## src/rtl/fact_pkg.sv

```systemverilog
// Shared constants, register offsets and FSM encoding for the factorial accelerator.
package fact_pkg;

   localparam int unsigned DW    = 32;
   localparam int unsigned NW    = 4;
   localparam int unsigned MAX_N = 12;
   localparam int unsigned AW    = 2;

   localparam logic [AW-1:0] REG_N      = 2'd0;
   localparam logic [AW-1:0] REG_GO     = 2'd1;
   localparam logic [AW-1:0] REG_STATUS = 2'd2;
   localparam logic [AW-1:0] REG_RESULT = 2'd3;

   localparam int unsigned DONE_B = 0;
   localparam int unsigned ERR_B  = 1;
   localparam int unsigned BUSY_B = 2;

   typedef enum logic [1:0] {
      S_IDLE = 2'd0,
      S_LOAD = 2'd1,
      S_MULT = 2'd2,
      S_DONE = 2'd3
   } state_t;

   // Packs the status flags into a bus-wide word.
   function automatic logic [DW-1:0] status_word(input logic busy, input logic err,
                                                 input logic done);
      logic [DW-1:0] w;
      w         = '0;
      w[BUSY_B] = busy;
      w[ERR_B]  = err;
      w[DONE_B] = done;
      return w;
   endfunction

endpackage

```

## src/rtl/fact_dp.sv

```systemverilog
// Factorial datapath: down-counter and running product with a DW x NW multiplier.
module fact_dp
   import fact_pkg::*;
(
   input  logic          clk,
   input  logic          rst_n,
   input  logic          load,
   input  logic          step,
   input  logic [NW-1:0] n,
   output logic [DW-1:0] prod,
   output logic          cnt_le1
);

   logic [NW-1:0] cnt;
   logic [DW-1:0] prod_next;

   // Only the low DW bits of the product are kept.
   assign prod_next = prod * DW'(cnt);
   assign cnt_le1   = (cnt <= NW'(1));

   always_ff @(posedge clk or negedge rst_n) begin
      if (!rst_n) begin
         prod <= '0;
         cnt  <= '0;
      end else if (load) begin
         prod <= DW'(1);
         cnt  <= n;
      end else if (step) begin
         prod <= prod_next;
         cnt  <= cnt - NW'(1);
      end
   end

endmodule

```

## src/rtl/fact_accel.sv

```systemverilog
// Memory-mapped iterative factorial accelerator (N, GO, STATUS, RESULT registers).
// Optional done interrupt output enabled by defining FACT_IRQ_EN.
module fact_accel
   import fact_pkg::*;
(
   input  logic          clk,
   input  logic          rst_n,
   input  logic          we,
   input  logic [AW-1:0] a,
   input  logic [DW-1:0] wd,
   output logic [DW-1:0] rd
`ifdef FACT_IRQ_EN
   ,
   output logic          irq
`endif
);

   state_t        state;
   state_t        state_nxt;
   logic [NW-1:0] n;
   logic [DW-1:0] result;
   logic          busy;
   logic          err;
   logic          done;

   logic          idle;
   logic          go_acc;
   logic          n_wr;
   logic          n_err;
   logic          dp_load;
   logic          dp_step;
   logic          finish;
   logic [DW-1:0] prod;
   logic          cnt_le1;
   logic          wd_unused;

   assign idle      = (state == S_IDLE);
   assign go_acc    = we && (a == REG_GO) && wd[0] && idle;
   assign n_wr      = we && (a == REG_N) && idle;
   assign n_err     = (n > NW'(MAX_N));
   assign wd_unused = ^wd[DW-1:NW];

   always_ff @(posedge clk or negedge rst_n) begin
      if (!rst_n) state <= S_IDLE;
      else        state <= state_nxt;
   end

   always_comb begin
      state_nxt = state;
      case (state)
         S_IDLE: if (go_acc) state_nxt = S_LOAD;
         S_LOAD: state_nxt = n_err ? S_DONE : S_MULT;
         S_MULT: if (cnt_le1) state_nxt = S_DONE;
         S_DONE: state_nxt = S_IDLE;
         default: state_nxt = S_IDLE;
      endcase
   end

   always_comb begin
      dp_load = 1'b0;
      dp_step = 1'b0;
      finish  = 1'b0;
      case (state)
         S_LOAD: dp_load = !n_err;
         S_MULT: dp_step = !cnt_le1;
         S_DONE: finish  = 1'b1;
         default: ;
      endcase
   end

   fact_dp u_dp (
      .clk     (clk),
      .rst_n   (rst_n),
      .load    (dp_load),
      .step    (dp_step),
      .n       (n),
      .prod    (prod),
      .cnt_le1 (cnt_le1)
   );

   // N is stable while busy, so the error decision can be re-evaluated at completion.
   always_ff @(posedge clk or negedge rst_n) begin
      if (!rst_n) begin
         n      <= '0;
         result <= '0;
         busy   <= 1'b0;
         err    <= 1'b0;
         done   <= 1'b0;
      end else begin
         if (n_wr) n <= wd[NW-1:0];
         if (go_acc) begin
            busy <= 1'b1;
            done <= 1'b0;
            err  <= 1'b0;
         end
         if (finish) begin
            busy   <= 1'b0;
            done   <= 1'b1;
            err    <= n_err;
            result <= n_err ? '0 : prod;
         end
      end
   end

`ifdef FACT_IRQ_EN
   always_ff @(posedge clk or negedge rst_n) begin
      if (!rst_n)                                  irq <= 1'b0;
      else if (finish)                             irq <= 1'b1;
      else if ((we && (a == REG_STATUS)) || go_acc) irq <= 1'b0;
   end
`endif

   always_comb begin
      rd = '0;
      case (a)
         REG_N:      rd = DW'(n);
         REG_GO:     rd = '0;
         REG_STATUS: rd = status_word(busy, err, done);
         REG_RESULT: rd = result;
         default:    rd = '0;
      endcase
   end

endmodule

```

## config.mk

```make
export PLATFORM = sky130hd
export DESIGN_NAME = fact_accel
export DESIGN_NICKNAME = d
export VERILOG_FILES = /design/src/rtl/fact_pkg.sv /design/src/rtl/fact_dp.sv /design/src/rtl/fact_accel.sv
export SDC_FILE = /design/constraint.sdc
export NUM_CORES = 1
export LEC_CHECK = 0
export ABC_AREA = 1
export BUFFER_PORTS_ARGS = -buffer_cell sky130_fd_sc_hd__buf_2
export CAP_MARGIN = 30
export CORE_AREA = 10 10 158 145
export DETAILED_ROUTE_END_ITERATION = 8
export DIE_AREA = 0 0 168 155
export PLACE_DENSITY_LB_ADDON = 0.25
export SYNTH_ARGS = -nofsm -noshare
export SYNTH_HDL_FRONTEND = slang
export SYNTH_SLANG_ARGS = --single-unit
```

## constraint.sdc

```tcl
create_clock -name clk -period 3.4 [get_ports clk]
set_input_delay 0.17 -clock clk [delete_from_list [all_inputs] [get_ports clk]]
set_output_delay 0.17 -clock clk [all_outputs]
set_load 0.01 [all_outputs]
```

==> summary.txt, run 1 <==
Outcome
  • Status: completed

Detailed routing
  • Final wirelength: 20700 µm
  • Drt via density: 4.65
  • Post-route ant nets: 0
  • Iter 0 DRT Violations: 433
  • Pre-antenna DRT Iters: 4
  • Vias: 7127
  • DRC violations left: 0
  • Avg WL per Cell: 13.5 µm

Yosys
  • Post-synth EDFFs: 0
  • Top cells by area, synth: dfrtp_1, nand2_1, inv_1
  • Cell count after synthesis: 1213
  • FFs w/ async S/R, synth: 100%
  • Cell area after synthesis: 7880 µm²
  • Dominant cell type by area after synthesis: dfrtp_1
  • Register area share after synthesis: 24.5%
  • Synth Register Bits: 77
  • Area share of the largest cell type after synthesis: 24.5%
  • Post-Syn Nets: 1345
  • Post-Syn Area per Cell: 6.50 µm²
  • Synth warnings: 0
  • Top_reg_cell synth: dfrtp_1
  • Post-synth cell types: 35

Placed design
  • Post-DP HPWL: 16200 µm
  • Port bufs: 40
  • Placed insts: 1515
  • Final GP Congestion: 0.931

Critical path
  • Reg2reg setup slack: 0.06 ns
  • Worst Path Arrival: 3.58 ns
  • Critical-path maximum fanout: 11
  • R2r endpoint: u_dp.prod[27]$_DFFE_PN0P_
  • Reg2reg start: u_dp.cnt[3]$_DFFE_PN0P_
  • Crit Path Class: flip-flop to flip-flop
  • Crit start category: flip-flop
  • Crit. End Element: flip-flop
  • R2r worst-path depth: 17
  • Data required, critical path: 3.64 ns

Final layout
  • N_diodes: 0
  • Fraction of final layout cells sized beyond drive strength 1: 14.4%
  • Final std cells w/o fill: 1534
  • Area grow syn2layout: 18.8%
  • Nets: 1406
  • Final Core Density: 47.6%
  • Fill cells: 1979

Timing
  • Relative slew slack: 46.7%
  • Final slew viol count: 0
  • Max Clock Freq: 0.300 GHz
  • Final setup viols: 0
  • Period utilization: 98.1%
  • Hold Fails Final Rpt: 0
  • Worst Clk Skew: 0.00898 ns
  • Hold slack: 0.0735 ns
  • Worst-Margin Slew: 0.800 ns
  • RSZ-0062 raised after global routing: true
  • Sum Neg Setup Slack: 0 ns
  • Tmin final: 3.34 ns

Pwr
  • Worst VDD drop: 0.663 mV
  • Total Power: 7570 µW
  • P_leak: 0.00557 µW
  • PwrDens: 808 nW/µm²

Hold path
  • Hold endpoint: n[2]$_DFFE_PN0P_
  • HP Class: input port to flip-flop
  • Hold path depth: 3
  • Hold_sp: wd[2]

Die
  • Die Span Y: 155 µm
  • Ports: 69
  • Initial Utilization: 40.0%
  • Die ar.: 26000 µm²
  • Core area: 19700 µm²
  • Die X-Extent: 168 µm
  • Std cell rows: 49

Clocking
  • CTS sink count: 77
  • TritonCTS buffer count: 9
  • Clk root buf: clkbuf_16
  • CTS clk-pin slew, worst paths: 0.06 ns
  • CTS tree: yes
  • H-tree levels: 3
  • CTS max path bufs: 2
  • Worst-Skew Late Latency: 0.35 ns

Global route
  • Total GRT Usage: 16.0%
  • Antenna violations before repair: 0
  • Via count of the first global-routing pass: 7085
  • Total gr overflow: 0
  • Largest net degree at the start of global routing: 61
  • First-pass GRT wire length: 34700 µm

Flow run
  • Max Cap Viol: 0
synthesized netlist by cell type, types with 2 or more instances:
master	count
a21oi_2	4
o221ai_1	5
nor3_1	9
inv_2	2
nand3_1	64
nor2_1	73
inv_1	356
o21ai_0	40
buf_2	9
nand2_1	363
nand2_2	2
clkbuf_1	21
o22ai_1	22
o21bai_1	2
ha_1	38
a21oi_1	33
o21ai_1	13
xor2_1	2
nand4_1	4
dfrtp_1	77
fa_1	57
xnor2_1	4
state kept, by name, indices dropped and copies added (netlist names):
name       cells
state          2
u_dp.cnt       4
busy           1
n              4
u_dp.prod     32
err            1
result        32
done           1
cell usage in the layout, fill, tap and decap left out, types with 2 or more instances in the layout:
cell / Yosys / final
nor3_1: 9 / 4
ha_2: 0 / 3
nor2_1: 73 / 62
nand4_1: 4 / 4
fa_1: 57 / 57
o21ai_0: 40 / 38
o221ai_1: 5 / 5
clkinvlp_4: 0 / 2
buf_4: 1 / 39
ha_4: 0 / 19
clkbuf_16: 0 / 9
buf_2: 9 / 39
nand2_1: 363 / 346
o21ai_1: 13 / 15
nor2_2: 1 / 10
xor2_1: 2 / 2
ha_1: 38 / 16
nor2_4: 1 / 3
o21bai_1: 2 / 2
nand2_2: 2 / 17
a21oi_1: 33 / 22
nand3_1: 64 / 59
nand2_4: 1 / 3
nand3_2: 1 / 5
inv_1: 356 / 356
inv_2: 2 / 2
o22ai_1: 22 / 22
a21oi_2: 4 / 14
nor3_2: 0 / 4
buf_12: 0 / 3
xnor2_1: 4 / 4
dfrtp_1: 77 / 77
inv_6: 0 / 3
through the flow:
stage | instance area (µm²) | setup slack (ns)
2_1_floorplan | 7880 | 0.0816
3_3_place_gp | 8590 | 0.0184
3_5_place_dp | 8600 | -0.0199
4_1_cts | 8900 | 0.00331
5_1_grt | 9360 | -0.0605
6_report | 9360 | 0.0649
area by class of cell:
class / instances / area (µm²) / area share, %
clock buffer: 11 / 243 / 2.59
clock inverter: 5 / 41.3 / 0.441
inverter: 359 / 1350 / 14.4
multi-input combinational: 744 / 4910 / 52.4
sequential: 77 / 1930 / 20.6
tap: 255 / 319 / 3.41
timing repair buffer: 83 / 573 / 6.12
power breakdown:
group | switching [µW] | internal, µW | total [µW] | leakage [µW]
registers | 288 | 1260 | 1550 | 0.00101
logic | 3110 | 1950 | 5060 | 0.00443
clock network | 434 | 523 | 957 | 0.000133
total | 3840 | 3730 | 7570 | 0.00557
worst max-delay path: stages, from the launching register on:
cell and delay, ns:
dfrtp_1 0.40, buf_4 0.20, nand2_1 0.07, inv_1 0.05
fa_1 0.52, inv_1 0.05, fa_1 0.53, inv_1 0.04
ha_2 0.37, nand2_2 0.11, nor2_2 0.14, inv_1 0.09
nor3_4 0.16, nand3_1 0.17, nand2_1 0.11, nand2_1 0.05
nand3_1 0.09, nand2_1 0.06
metal layers:
layer  vias up  track usage (%)  wire [µm]
met5         -                0          0
met4         0             3.27        222
met3        12             2.64        619
met2       104             26.0       9420
met1      3349             22.0      10400
li1       3662                -          -
logic make-up after synthesis:
kind of cell	Yosys count	share of synthesized area (%)
AND/OR/NAND/NOR	522	26.6
XOR/XNOR	6	0.667
AO/OA/AOI/OAI	121	8.76
adder cells (fa/ha/maj)	95	20.5
flip-flops	77	24.5
buffers and inverters	392	19.0
how the worst max path moves through the flow:
stage,end,start,cells after the start
floorplan,u_dp.prod[28]$_DFFE_PN0P_,u_dp.cnt[3]$_DFFE_PN0P_,18
global placement,u_dp.prod[28]$_DFFE_PN0P_,u_dp.cnt[3]$_DFFE_PN0P_,16
detailed placement,u_dp.prod[28]$_DFFE_PN0P_,u_dp.cnt[3]$_DFFE_PN0P_,16
CTS,u_dp.prod[27]$_DFFE_PN0P_,u_dp.cnt[3]$_DFFE_PN0P_,17
global route,u_dp.prod[25]$_DFFE_PN0P_,u_dp.cnt[3]$_DFFE_PN0P_,17
finish,u_dp.prod[27]$_DFFE_PN0P_,u_dp.cnt[3]$_DFFE_PN0P_,17
what timing repair did:
action,in CTS,in global routing
pin swaps,0,9
hold buffers,1,0
hold endpoints to repair,59,0
setup endpoints to repair,2,23
resized for setup,2,83
setup buffers,0,2
No activity file was read; power rests on OpenSTA's default activity.
==> run 2: changes to the inputs <==
CAP_MARGIN = unset   (was 30)
CELL_PAD_IN_SITES_DETAIL_PLACEMENT = 1   (was unset)
CELL_PAD_IN_SITES_GLOBAL_PLACEMENT = 2   (was unset)
CORE_AREA = 10 10 180 165   (was 10 10 158 145)
DIE_AREA = 0 0 190 175   (was 0 0 168 155)
==> summary.txt, run 2 (synthesis results as in run 1) <==
Final layout
  • Fraction of final layout cells sized beyond drive strength 1: 32.6%
  • Most frequent cells in the layout: inv_1, nand2_1, buf_4
  • Area grow syn2layout: 39.6%
  • Final Core Density: 42.6%
  • N_diodes: 0
  • Fill cells: 3223
  • Most common cell after layout, fill and taps aside: inv_1
  • Biggest regs: result: 32 flops, u_dp.prod: 32 flops
  • Nets: 1479

Global route
  • Antenna violations before repair: 0
  • Largest net degree at the start of global routing: 62
  • Via count of the first global-routing pass: 8138
  • First-pass GRT wire length: 44000 µm
  • Total GRT Usage: 16.5%
  • Total gr overflow: 0

Pwr
  • Sw Ratio: 50.8%
  • PwrDens: 877 nW/µm²
  • Clk pwr share: 10.4%
  • Logic gate share of total power: 73.2%
  • Net switching power: 4910 µW
  • Internal power: 4750 µW
  • Seq pwr share: 16.4%
  • Total Power: 9660 µW
  • P_leak: 0.00630 µW
  • Worst VDD drop: 0.359 mV

Die
  • Die X-Extent: 190 µm
  • Die ar.: 33300 µm²
  • Ports: 69
  • Initial Utilization: 30.5%
  • Core area: 25900 µm²
  • Die Span Y: 175 µm
  • Std cell rows: 56

Critical path
  • Crit start category: flip-flop
  • CP max stage cell: fa_1
  • Data required, critical path: 3.65 ns
  • Critical-path cell list: buf_12 > buf_12 > nand2_4 > inv_2 > fa_1 > inv_1 > fa_1 > inv_2 > ha_4 > nand2_4 > inv_6 > nand2_4 > nor3_4 > nand2_2 > nand2_4 > nand2_2 > nand2_1 > nand2_1 > nand3_1 > nand2_1
  • Crit. End Element: flip-flop
  • Buf/Inv on CP: 6
  • Crit Path Class: flip-flop to flip-flop
  • Worst Path Arrival: 3.58 ns
  • Critical-path maximum fanout: 8
  • CP top delay family: adder cells
  • Worst Setup SP: u_dp.cnt[2]$_DFFE_PN0P_
  • Reg2reg start: u_dp.cnt[2]$_DFFE_PN0P_
  • Most frequent CP cell: nand2_4
  • Critical path's largest stage delay: 0.52 ns

Clocking
  • TritonCTS buffer count: 9
  • CTS max path bufs: 2
  • CTS sink count: 77
  • CTS clk-pin slew, worst paths: 0.08 ns
  • Clk root buf: clkbuf_16
  • CTS tree: yes
  • Worst-Skew Late Latency: 0.36 ns
  • H-tree levels: 3

Outcome
  • Status: completed

Timing
  • Worst Clk Skew: 0.0146 ns
  • Relative slew slack: 39.8%
  • Final slew viol count: 0
  • Hold Fails Final Rpt: 0
  • Worst-Margin Slew: 0.900 ns
  • Period utilization: 97.9%
  • RSZ-0062 raised after global routing: true
  • Final setup viols: 0
  • Tmin final: 3.33 ns
  • Max Clock Freq: 0.300 GHz

Placed design
  • Final GP Congestion: 0.889
  • Post-DP HPWL: 21100 µm
  • Port bufs: 40

Detailed routing
  • Vias: 7702
  • Pre-antenna DRT Iters: 4
  • Drt via density: 4.53
  • Iter 0 DRT Violations: 305
  • Avg WL per Cell: 16.3 µm
  • Post-route ant nets: 0
  • Final wirelength: 27700 µm
  • DRC violations left: 0

Hold path
  • Hold_sp: wd[2]
  • HP Class: input port to flip-flop

Flow run
  • Max Cap Viol: 0
-- run 2: cell count changes in the layout (fill, tap and decap cells not counted), moves of 9 or more --
| cell | delta |
|---|---|
| nand2_4 | +33 |
| nand3_1 | -12 |
| inv_1 | -54 |
| inv_2 | +48 |
| nand2_2 | +48 |
| buf_4 | +53 |
| nor2_4 | +11 |
| ha_4 | +9 |
| buf_6 | +13 |
| a21oi_1 | -9 |
| nor2_1 | -12 |
| nand2_1 | -82 |
-- run 2: power groups by stage --
stage               Combinational (µW)  Sequential [µW]  Clock, µW
floorplan                         3220             1460          0
global placement                  5250             1560          0
detailed placement                5370             1570          0
CTS                               5690             1560       1030
global route                      7890             1630       1070
finish                            7070             1580       1010
-- run 2: area by class of cell --
| cell class | count | area [µm²] | area share, % |
|---|---|---|---|
| Clock buffer | 9 | 225 | 2.05 |
| Clock inverter | 7 | 67.6 | 0.614 |
| Inverter | 359 | 1370 | 12.4 |
| Multi-Input combinational cell | 744 | 5720 | 52.0 |
| Sequential cell | 77 | 1930 | 17.5 |
| Tap cell | 348 | 435 | 3.96 |
| Timing Repair Buffer | 156 | 1260 | 11.5 |
-- run 2: per-layer routing --
layer  vias up  wire length (µm)  track usage, %  part of all wire, %
met3        23               767            2.13                  2.8
met5         -                 0               0                    0
met2        79             13500            28.0                   49
li1       3819                 -               -                    -
met4         0               393            3.27                  1.4
met1      3781             13100            21.9                   47
-- run 2: worst paths after layout --
path,slack [ns],cells after the start,endpoint
setup reg to reg,0.07,20,u_dp.prod[23]$_DFFE_PN0P_
hold / removal,0.07,3,n[2]$_DFFE_PN0P_
min in group asynchronous,0.45,2,done$_DFFE_PN0P_
max in group asynchronous,2.16,3,u_dp.prod[13]$_DFFE_PN0P_
hold reg to reg,0.52,2,done$_DFFE_PN0P_
setup / recovery,0.07,20,u_dp.prod[23]$_DFFE_PN0P_
-- run 2: worst reg2reg max path: cells and delay by family (launching register included) --
| kind | cells | cell delay, ns |
|---|---|---|
| buffers and inverters | 6 | 0.55 |
| adder cells (fa/ha/maj) | 3 | 1.29 |
| flip-flops | 1 | 0.50 |
| AND/OR/NAND/NOR | 11 | 0.89 |
-- run 2: timing repair --
action / CTS / global route
hold buffers: 1 / 0
gates resized for setup: 42 / 315
setup buffers: 0 / 11
pin swaps: 0 / 130
hold endpoints to repair: 60 / 0
cloned: 0 / 2
endpoints found under the setup margin: 20 / 25
-- run 2: per-stage QoR --
stage | TNS, ns | area (µm²) | std cells | worst slack, ns | hold WS (ns)
2_1_floorplan | 0 | 7880 | 1213 | 0.0816 | -0.126
3_3_place_gp | -0.601 | 9220 | 1672 | -0.0738 | 0.333
3_5_place_dp | -1.16 | 9220 | 1672 | -0.107 | 0.328
4_1_cts | 0 | 9750 | 1689 | 0.0000548 | 0.0553
5_1_grt | -1.05 | 11000 | 1700 | -0.0964 | 0.0951
6_report | 0 | 11000 | 1700 | 0.0697 | 0.0698
